$ cat src/rtl/mpc_sequencer_pkg.sv
// Shared types for the ALU instruction sequencer: op encodings, FSM states and the ALU function.
package mpc_sequencer_pkg;

  typedef enum logic [1:0] {
    OpDec = 2'b00,
    OpSub = 2'b01,
    OpInc = 2'b10,
    OpAdd = 2'b11
  } op_e;

  typedef enum logic [1:0] {
    StIdle,
    StRd,
    StEx,
    StWb
  } state_e;

  // 9-bit result {carry/borrow, sum}; operands zero-extended, subtraction wraps modulo 512.
  function automatic logic [8:0] alu_calc(input op_e op, input logic [7:0] a,
                                          input logic [7:0] b);
    logic [8:0] r;
    r = 9'h000;
    unique case (op)
      OpAdd:   r = {1'b0, a} + {1'b0, b};
      OpInc:   r = {1'b0, a} + 9'd1;
      OpSub:   r = {1'b0, a} - {1'b0, b};
      OpDec:   r = {1'b0, a} - 9'd1;
      default: r = 9'h000;
    endcase
    return r;
  endfunction

endpackage

$ cat src/rtl/mpc_sequencer_ifq.sv
// Instruction queue: DEPTH-entry synchronous FIFO, read data taken straight from registered storage.
module mpc_sequencer_ifq #(
  parameter int unsigned DEPTH = 4,
  parameter int unsigned W     = 8
) (
  input  logic         clk,
  input  logic         rst,
  input  logic         push,
  input  logic         pop,
  input  logic [W-1:0] wdata,
  output logic [W-1:0] rdata,
  output logic         full,
  output logic         empty
);

  localparam int unsigned AW = $clog2(DEPTH);

  logic [W-1:0]  mem_q [DEPTH];
  logic [AW-1:0] wptr_q, rptr_q;
  logic [AW:0]   count_q;
  logic          do_push, do_pop;

  assign full    = (count_q == (AW + 1)'(DEPTH));
  assign empty   = (count_q == '0);
  assign do_push = push && !full;
  assign do_pop  = pop && !empty;
  assign rdata   = mem_q[rptr_q];

  always_ff @(posedge clk) begin
    if (rst) begin
      wptr_q  <= '0;
      rptr_q  <= '0;
      count_q <= '0;
    end else begin
      if (do_push) wptr_q <= wptr_q + 1'b1;
      if (do_pop) rptr_q <= rptr_q + 1'b1;
      if (do_push && !do_pop) begin
        count_q <= count_q + 1'b1;
      end else if (do_pop && !do_push) begin
        count_q <= count_q - 1'b1;
      end
    end
  end

  // Storage needs no reset: an entry is only read after it has been written.
  always_ff @(posedge clk) begin
    if (do_push) mem_q[wptr_q] <= wdata;
  end

endmodule

$ cat src/rtl/mpc_sequencer.sv
// Instruction sequencer: queues register-based ALU ops, runs them one at a time, writes back on
// result handshake. Owns the register file and carry flag.
module mpc_sequencer
  import mpc_sequencer_pkg::*;
#(
  parameter int unsigned DEPTH = 4,
  parameter int unsigned NREG  = 4,
  localparam int unsigned RW   = $clog2(NREG)
) (
  input  logic          clk,
  input  logic          rst,
  input  logic          in_valid,
  output logic          in_ready,
  input  logic [1:0]    in_op,
  input  logic [RW-1:0] in_rd,
  input  logic [RW-1:0] in_ra,
  input  logic [RW-1:0] in_rb,
  output logic          res_valid,
  input  logic          res_ready,
  output logic [8:0]    res_data,
  output logic          flag_c,
  input  logic          hw_en,
  input  logic [RW-1:0] hw_addr,
  input  logic [7:0]    hw_data,
  output logic          busy
);

  localparam int unsigned IW = 2 + 3 * RW;

  state_e        state_q, state_d;
  logic [IW-1:0] ir_q, q_rdata;
  logic          q_full, q_empty, q_pop, wb_fire;
  logic [7:0]    a_q, b_q;
  logic [8:0]    res_data_q;
  logic          res_valid_q, flag_c_q;
  logic [7:0]    regs_q [NREG];

  op_e           ir_op;
  logic [RW-1:0] ir_rd, ir_ra, ir_rb;

  // Instruction word layout {op, rd, ra, rb}.
  assign ir_op = op_e'(ir_q[IW-1 -: 2]);
  assign ir_rd = ir_q[3*RW-1 -: RW];
  assign ir_ra = ir_q[2*RW-1 -: RW];
  assign ir_rb = ir_q[RW-1:0];

  mpc_sequencer_ifq #(
    .DEPTH (DEPTH),
    .W     (IW)
  ) u_ifq (
    .clk   (clk),
    .rst   (rst),
    .push  (in_valid && in_ready),
    .pop   (q_pop),
    .wdata ({in_op, in_rd, in_ra, in_rb}),
    .rdata (q_rdata),
    .full  (q_full),
    .empty (q_empty)
  );

  always_comb begin
    state_d = state_q;
    q_pop   = 1'b0;
    wb_fire = 1'b0;
    unique case (state_q)
      StIdle: begin
        if (!q_empty) begin
          q_pop   = 1'b1;
          state_d = StRd;
        end
      end
      StRd: state_d = StEx;
      StEx: state_d = StWb;
      StWb: begin
        if (res_valid_q && res_ready) begin
          wb_fire = 1'b1;
          if (!q_empty) begin
            q_pop   = 1'b1;
            state_d = StRd;
          end else begin
            state_d = StIdle;
          end
        end
      end
      default: state_d = StIdle;
    endcase
  end

  always_ff @(posedge clk) begin
    if (rst) begin
      state_q     <= StIdle;
      ir_q        <= '0;
      a_q         <= '0;
      b_q         <= '0;
      res_data_q  <= '0;
      res_valid_q <= 1'b0;
      flag_c_q    <= 1'b0;
    end else begin
      state_q <= state_d;
      if (q_pop) ir_q <= q_rdata;
      if (state_q == StRd) begin
        a_q <= regs_q[ir_ra];
        b_q <= regs_q[ir_rb];
      end
      if (state_q == StEx) begin
        res_data_q  <= alu_calc(ir_op, a_q, b_q);
        res_valid_q <= 1'b1;
      end
      if (wb_fire) begin
        res_valid_q <= 1'b0;
        flag_c_q    <= res_data_q[8];
      end
    end
  end

  // Writeback is assigned last so it overrides a colliding host write.
  always_ff @(posedge clk) begin
    if (rst) begin
      for (int i = 0; i < NREG; i++) regs_q[i] <= '0;
    end else begin
      if (hw_en) regs_q[hw_addr] <= hw_data;
      if (wb_fire) regs_q[ir_rd] <= res_data_q[7:0];
    end
  end

  assign in_ready  = !q_full;
  assign res_valid = res_valid_q;
  assign res_data  = res_data_q;
  assign flag_c    = flag_c_q;
  assign busy      = (state_q != StIdle) || !q_empty;

endmodule

$ cat config.mk
export PLATFORM = sky130hd
export DESIGN_NAME = mpc_sequencer
export DESIGN_NICKNAME = d
export VERILOG_FILES = /design/src/rtl/mpc_sequencer_pkg.sv /design/src/rtl/mpc_sequencer_ifq.sv /design/src/rtl/mpc_sequencer.sv
export SDC_FILE = /design/constraint.sdc
export NUM_CORES = 1
export LEC_CHECK = 0
export ABC_AREA = 1
export BUFFER_PORTS_ARGS = -buffer_cell sky130_fd_sc_hd__buf_4
export CAP_MARGIN = 20
export CORE_UTILIZATION = 55
export DETAILED_ROUTE_END_ITERATION = 12
export GPL_TIMING_DRIVEN = 1
export PLACE_DENSITY_LB_ADDON = 0.12
export SLEW_MARGIN = 0
export SYNTH_ARGS = -nofsm -noshare
export SYNTH_HDL_FRONTEND = slang
export SYNTH_SLANG_ARGS = --single-unit
$ cat constraint.sdc
create_clock -name clk -period 2.06 [get_ports clk]
set_clock_uncertainty 0.2 [all_clocks]
set_input_delay 0.103 -clock clk [delete_from_list [all_inputs] [get_ports clk]]
set_output_delay 0.103 -clock clk [all_outputs]
set_load 0.03 [all_outputs]
==> results.sh, run 1 <==
export IMPL_run_status="finished with violations"
export IMPL_violations="setup timing"
export IMPL_grt_first_pass_wirelength_mm=21.81
export IMPL_n_antenna_cell=0
export IMPL_tightestPinTransition_ns=0.5875
export IMPL_synth_largest_area_cell="sky130_fd_sc_hd__edfxtp_1"
export IMPL_synthCells=667
export IMPL_final_critical_path_setup_slack_ns=-0.1199
export IMPL_pin_count=36
export IMPL_synth_avg_cell_area_um2=8.631
export IMPL_die_area_um2=10880
export IMPL_number_of_vias_per_cell=5.411
export IMPL_core_ar_um2=9955
export IMPL_detailroute_via_count=4816
export IMPL_cp_required_ns=2.14
export IMPL_postLayoutCellArea_um2=7117
export IMPL_final_util_pct=71.49
export IMPL_global_router_s_overall_resource_usage_pct=25.67
export IMPL_synth_warnings=0
export IMPL_site_rows=36
export IMPL_synth_distinct_cells=32
export IMPL_synth_sequential_area_ratio_pct=48.69
export IMPL_worst_hold_slack_ns=0.02612
export IMPL_synth_top_cells_by_count="90 x sky130_fd_sc_hd__o21ai_0, 89 x sky130_fd_sc_hd__inv_1, 82 x sky130_fd_sc_hd__nand2_1"
export IMPL_synth_edff_count=64
export IMPL_yosys_top_cells_area="sky130_fd_sc_hd__edfxtp_1 33%, sky130_fd_sc_hd__dfxtp_1 15%, sky130_fd_sc_hd__o21ai_0 7.8%"
export IMPL_layout_filler_cells=742
export IMPL_max_slew_margin_pct=60.78
export IMPL_drive_gt1_share_pct=26.95
export IMPL_drc_errors=0
export IMPL_drt_wirelength_per_cell_um=15.49
export IMPL_dpl_cell_area_um2=6376
export IMPL_cts_tree="done"
export IMPL_insertion_delay_ns=0.38
export IMPL_fp_dieH_um=104.3
export IMPL_numPortBuffers=35
export IMPL_dp_slack_ns=-0.1668
export IMPL_synth_most_common_cell="sky130_fd_sc_hd__o21ai_0"
export IMPL_number_of_cells_in_the_design_after_placement=845
export IMPL_finalCritPeriodShare_pct=105.8
export IMPL_path_clk_slew_ns=0.09
export IMPL_initial_core_util_pct=57.83
export IMPL_synthArstFlopShare_pct=0
export IMPL_synth_ff_latch_count=108
export IMPL_dr_pass1_iters=6
export IMPL_dieWidth_um=104.3
export IMPL_final_worst_path_period_need_ns=2.180
export IMPL_dominantRegCellSynth="sky130_fd_sc_hd__edfxtp_1"
export IMPL_cts_path_max_buffers=2
export IMPL_instances_no_fill=890
export IMPL_yosysTopAreaCellShare_pct=33.38
export IMPL_cap_violations=0
export IMPL_p_leak_uw=0.002916
export IMPL_globalplace_congestion=0.8665
export IMPL_timing_critical_path_to_type="flip-flop"
export IMPL_mappedNetlistNets=711
export IMPL_area_added_between_synthesis_and_finish_pct=23.63
export IMPL_worstSetupPathType="flip-flop to flip-flop"
export IMPL_slew_violations=0
export IMPL_finalWirelength_mm=13.78
export IMPL_worst_endpoint_arrival_ns=2.26
export IMPL_final_hold_violation_count=0
export IMPL_gr_total_overflow=0
export IMPL_power_density_nw_per_um2=1339
export IMPL_min_path_type="input port to flip-flop"
export IMPL_cts_sink_count=108
export IMPL_dp_hpwl_mm=9.726
export IMPL_setup_viol=7
export IMPL_clock_tree_htree_level_count=3
export IMPL_layout_nets=796
export IMPL_peakVddDrop_v=0.0007665
export IMPL_grt_setup_unrepaired="true"
export IMPL_initialDrtViolationCount=372
export IMPL_via_count_of_the_first_global_routing_pass=4491
export IMPL_cts_root_buf="sky130_fd_sc_hd__clkbuf_8"
export IMPL_final_antenna_net_count=0
export IMPL_tritoncts_num_buffers=9
export IMPL_grt_start_max_net_pins=29
export IMPL_setup_worst_path_start_class="flip-flop"
export IMPL_highest_fanout_seen_on_the_critical_path=6
export IMPL_achievable_frequency_mhz=458.7
export IMPL_number_of_antenna_violations_at_the_first_check_in_global_routing=0
export IMPL_mappedNetlistArea_um2=5757
[cells by family (layout without fill, tap and decap cells)]
kind of cell / count (synthesis) / after routing / share of synthesized area [%]
buf+inv: 124 / 214 / 9.324
flops: 108 / 108 / 48.68
compound gates: 192 / 192 / 18.24
simple gates: 214 / 214 / 17.71
xor+xnor: 8 / 8 / 1.217
fa+ha+maj: 21 / 21 / 4.825
[registers in the layout (all words and copies together), names as in the netlist, 3 cells and up]
name           cells
res_data           9
u_ifq.count_q      3
b_q                8
a_q                8
u_ifq.mem_q       32
ir_q               8
regs_q            32
[metal layers]
| metal | global-route usage, % | part of all wire [%] | up-vias |
|---|---|---|---|
| met5 | 0 | 0 | - |
| met2 | 41.34 | 47 | 137 |
| met3 | 5.827 | 5.6 | 21 |
| met1 | 33.37 | 45 | 2232 |
| li1 | - | - | 2426 |
| met4 | 10.31 | 1.8 | 0 |
[cells in the final DEF, fill, tap and decap left out, types with 2 or more instances in the layout]
master                          Yosys  final
sky130_fd_sc_hd__edfxtp_1          64     64
sky130_fd_sc_hd__o21ai_2           19     22
sky130_fd_sc_hd__clkbuf_8           0      9
sky130_fd_sc_hd__a21oi_1           53     49
sky130_fd_sc_hd__fa_2               0      2
sky130_fd_sc_hd__nand3_1           50     45
sky130_fd_sc_hd__nor2_1            65     59
sky130_fd_sc_hd__xor2_1             2      2
sky130_fd_sc_hd__nand2_1           82     66
sky130_fd_sc_hd__dfxtp_4            0      2
sky130_fd_sc_hd__dfxtp_1           44     34
sky130_fd_sc_hd__dfxtp_2            0      8
sky130_fd_sc_hd__o21ai_1           20     23
sky130_fd_sc_hd__nor2_2             0      5
sky130_fd_sc_hd__buf_12             0      2
sky130_fd_sc_hd__clkbuf_1          10      2
sky130_fd_sc_hd__inv_1             89     76
sky130_fd_sc_hd__ha_4               0      8
sky130_fd_sc_hd__inv_2              3     12
sky130_fd_sc_hd__xnor2_1            6      3
sky130_fd_sc_hd__nand3_4            5      6
sky130_fd_sc_hd__nand2_4            1      7
sky130_fd_sc_hd__nand4_1            2      2
sky130_fd_sc_hd__inv_4              0      4
sky130_fd_sc_hd__nand3_2            4      8
sky130_fd_sc_hd__o21ai_0           90     83
sky130_fd_sc_hd__nor3_4             2      2
sky130_fd_sc_hd__nand2_2            0     10
sky130_fd_sc_hd__clkinv_1           2      3
sky130_fd_sc_hd__buf_4              1     82
sky130_fd_sc_hd__dlygate4sd3_1      0     20
sky130_fd_sc_hd__a21oi_2            0      4
sky130_fd_sc_hd__o22ai_1            8      8
sky130_fd_sc_hd__xnor2_2            0      2
sky130_fd_sc_hd__ha_1              19     11
[path summary, 6_finish.rpt]
path,from,to,slack [ns],cells after the start
max,ir_q[6],res_data[6],-0.12,14
min,hw_addr[1],regs_q[0][6],0.03,4
max reg2reg,ir_q[6],res_data[6],-0.12,14
min reg2reg,flag_c,flag_c,0.29,2
[critical path: stages (launching register included)]
cell and delay (ns):
sky130_fd_sc_hd__dfxtp_2 0.42, sky130_fd_sc_hd__inv_1 0.11, sky130_fd_sc_hd__o21ai_0 0.32, sky130_fd_sc_hd__o21ai_4 0.11
sky130_fd_sc_hd__inv_2 0.07, sky130_fd_sc_hd__fa_2 0.22, sky130_fd_sc_hd__inv_2 0.05, sky130_fd_sc_hd__nand2_2 0.07
sky130_fd_sc_hd__nand2_4 0.07, sky130_fd_sc_hd__nand3b_1 0.15, sky130_fd_sc_hd__nand2_1 0.07, sky130_fd_sc_hd__nand2_1 0.06
sky130_fd_sc_hd__nand3_1 0.07, sky130_fd_sc_hd__nand2_1 0.06, sky130_fd_sc_hd__inv_1 0.04
[stage by stage]
step	setup TNS, ns	total power [µW]
after floorplan	-0.01362	5889
after global placement	-0.2670	7033
after detailed placement	-0.5592	7189
after CTS	-0.1620	8787
after global routing	-1.282	10200
final	-0.4582	9533
[final cells by class]
type	instances	area (µm²)	area share (%)
Inverter	94	362.8	5.098
Multi-Input combinational cell	435	2719	38.20
Tap cell	133	166.4	2.338
Timing Repair Buffer	104	855.8	12.03
Sequential cell	108	2820	39.63
Clock buffer	11	131.4	1.846
Clock inverter	5	61.31	0.8615
[power by group]
| part | switching [µW] | internal [µW] |
|---|---|---|
| logic | 2920 | 2130 |
| registers | 470 | 2720 |
| clock network | 719 | 570 |
[timing repair]
item,in CTS,in global routing
hold buffers,20,0
buffers inserted,2,7
gates resized for setup,29,50
setup endpoints to repair,6,9
cloned,0,0
endpoints found under the hold margin,75,0
pin swaps,19,39
Note: power is estimated with default switching activity, not from simulation.
==> run 2: changes to the inputs <==
CELL_PAD_IN_SITES_DETAIL_PLACEMENT = 0   (was not set)
CELL_PAD_IN_SITES_GLOBAL_PLACEMENT = 1   (was not set)
CORE_UTILIZATION = 42   (was 55)
==> results.sh, run 2 (same netlist as run 1, synthesis figures left out) <==
export IMPL_cpMaxStageDelayCell="sky130_fd_sc_hd__dfxtp_2"
export IMPL_setup_viol=2
export IMPL_min_path_type="input port to flip-flop"
export IMPL_p_leak_uw=0.002991
export IMPL_finalCritPeriodShare_pct=101.4
export IMPL_critical_path_cell_count=15
export IMPL_tightestPinTransition_ns=0.5815
export IMPL_initialDrtViolationCount=464
export IMPL_setup_worst_path_start_class="flip-flop"
export IMPL_insertion_delay_ns=0.36
export IMPL_violations="setup timing"
export IMPL_dieWidth_um=119.1
export IMPL_gr_total_overflow=0
export IMPL_cts_sink_count=108
export IMPL_highest_fanout_seen_on_the_critical_path=4
export IMPL_run_status="finished with violations"
export IMPL_clock_tree_htree_level_count=3
export IMPL_met3_usage_pct=2.682
export IMPL_max_slew_margin_pct=61.18
export IMPL_timing_critical_path_to_type="flip-flop"
export IMPL_dp_slack_ns=-0.1690
export IMPL_layout_cells_most_common_list="84 x sky130_fd_sc_hd__buf_4, 83 x sky130_fd_sc_hd__o21ai_0, 76 x sky130_fd_sc_hd__inv_1, 64 x sky130_fd_sc_hd__nand2_1, 64 x sky130_fd_sc_hd__edfxtp_1"
export IMPL_fp_dieH_um=119.1
export IMPL_final_hold_violation_count=0
export IMPL_area_added_between_synthesis_and_finish_pct=27.58
export IMPL_drc_errors=0
export IMPL_grt_setup_unrepaired="true"
export IMPL_global_router_s_overall_resource_usage_pct=20.94
export IMPL_initial_core_util_pct=43.30
export IMPL_site_rows=42
export IMPL_number_of_antenna_violations_at_the_first_check_in_global_routing=0
export IMPL_slew_violations=0
export IMPL_final_worst_path_period_need_ns=2.090
export IMPL_final_antenna_net_count=0
export IMPL_ordered_cell_list_for_the_critical_path="inv_4 -> ha_4 -> nand2_4 -> nand2_2 -> xnor2_2 -> ha_4 -> buf_4 -> nand2_2 -> nand2_2 -> nand3b_1 -> nand2_1 -> nand2_1 -> nand3_1 -> nand2_1 -> inv_1"
export IMPL_core_ar_um2=13300
export IMPL_cp_required_ns=2.12
export IMPL_finalWirelength_mm=14.38
export IMPL_drt_wirelength_per_cell_um=15.32
export IMPL_layout_filler_cells=1223
export IMPL_cts_path_max_buffers=2
export IMPL_sequential_cell_area_um2=2821
export IMPL_path_clk_slew_ns=0.08
export IMPL_number_of_cells_in_the_design_after_placement=893
export IMPL_cts_tree="done"
export IMPL_grt_use_met2_pct=32.99
export IMPL_n_antenna_cell=0
export IMPL_grt_start_max_net_pins=30
export IMPL_achievable_frequency_mhz=478.5
export IMPL_multiInputGateArea_um2=2725
export IMPL_critical_path_n_buffers_inverters=3
export IMPL_worstRegToRegCells=15
export IMPL_cpLargestDelayFamily="simple AND/OR/NAND/NOR gates"
export IMPL_dp_hpwl_mm=10.40
export IMPL_drive_gt1_share_pct=27.92
export IMPL_cts_root_buf="sky130_fd_sc_hd__clkbuf_16"
export IMPL_cap_violations=0
export IMPL_grt_first_pass_wirelength_mm=22.67
export IMPL_layout_nets=802
export IMPL_min_path_cells=4
export IMPL_grt_util_met1_pct=29.02
export IMPL_globalRoute_busiestLayer="met2"
export IMPL_power_density_nw_per_um2=1344
export IMPL_detailroute_via_count=4800
export IMPL_peakVddDrop_v=0.0006106
export IMPL_final_critical_path_setup_slack_ns=-0.02965
export IMPL_dr_pass1_iters=5
export IMPL_final_common_cell="sky130_fd_sc_hd__buf_4"
export IMPL_worstSetupPathType="flip-flop to flip-flop"
export IMPL_globalplace_congestion=0.8964
export IMPL_max_stage_delay_ns=0.34
export IMPL_worst_endpoint_arrival_ns=2.15
export IMPL_instances_no_fill=939
export IMPL_numPortBuffers=35
export IMPL_rrSetupSlack_ns=-0.03
export IMPL_pin_count=36
export IMPL_tritoncts_num_buffers=9
export IMPL_die_area_um2=14180
export IMPL_via_count_of_the_first_global_routing_pass=4397
export IMPL_number_of_vias_per_cell=5.112
==> run 2: worst register-to-register path, cell delays in order (launching register included) <==
cell,delay [ns]
sky130_fd_sc_hd__dfxtp_2,0.34
sky130_fd_sc_hd__inv_4,0.05
sky130_fd_sc_hd__ha_4,0.15
sky130_fd_sc_hd__nand2_4,0.06
sky130_fd_sc_hd__nand2_2,0.07
sky130_fd_sc_hd__xnor2_2,0.22
sky130_fd_sc_hd__ha_4,0.26
sky130_fd_sc_hd__buf_4,0.13
sky130_fd_sc_hd__nand2_2,0.06
sky130_fd_sc_hd__nand2_2,0.06
sky130_fd_sc_hd__nand3b_1,0.12
sky130_fd_sc_hd__nand2_1,0.06
sky130_fd_sc_hd__nand2_1,0.05
sky130_fd_sc_hd__nand3_1,0.07
sky130_fd_sc_hd__nand2_1,0.06
sky130_fd_sc_hd__inv_1,0.03
==> run 2: final timing paths <==
| path | end | startpoint |
|---|---|---|
| worst max-delay path | res_data[6] | b_q[0] |
| worst min-delay path | regs_q[0][6] | hw_addr[0] |
| worst max register to register | res_data[6] | b_q[0] |
| worst min register to register | flag_c | flag_c |
==> run 2: timing repair <==
action | CTS | global route
hold buffers | 20 | 0
resized for setup | 29 | 51
endpoints found under the setup margin | 7 | 8
pin swaps | 12 | 31
buffers inserted | 2 | 9
endpoints found under the hold margin | 72 | 0
cloned | 0 | 0
==> run 2: through the flow <==
step	cell area (µm²)	power (µW)	hold WS [ns]	setup TNS (ns)	util [%]
final	7345	9875	0.008193	-0.04054	55.24
after global routing	7345	10620	0.02553	-0.6280	55.24
after CTS	7087	9285	0.0007929	-0.1066	53.30
after detailed placement	6505	7314	0.1084	-0.6089	48.93
after global placement	6505	7244	0.1026	-0.3190	48.93
after floorplan	5811	5889	0.001869	-0.01362	-
==> run 2: area by class of cell <==
type	count	area share, %
flip-flops and latches	108	38.42
multi-input cells	435	37.10
repair buffers	110	12.83
inverters	94	4.906
clock buffers	9	3.066
well taps	176	2.998
clock inverters	7	0.6814
==> run 2: per-layer routing <==
layer  routed length, µm  vias to the layer above
met5                   0                        -
met4                 335                        0
li1                    -                     2429
met1                6881                     2248
met2                6582                      106
met3                 583                       17
==> run 2: where the power goes <==
group,total (µW),switching [µW],internal (µW)
logic,5030,2850,2170
registers,3210,488,2730
clock network,1640,809,827
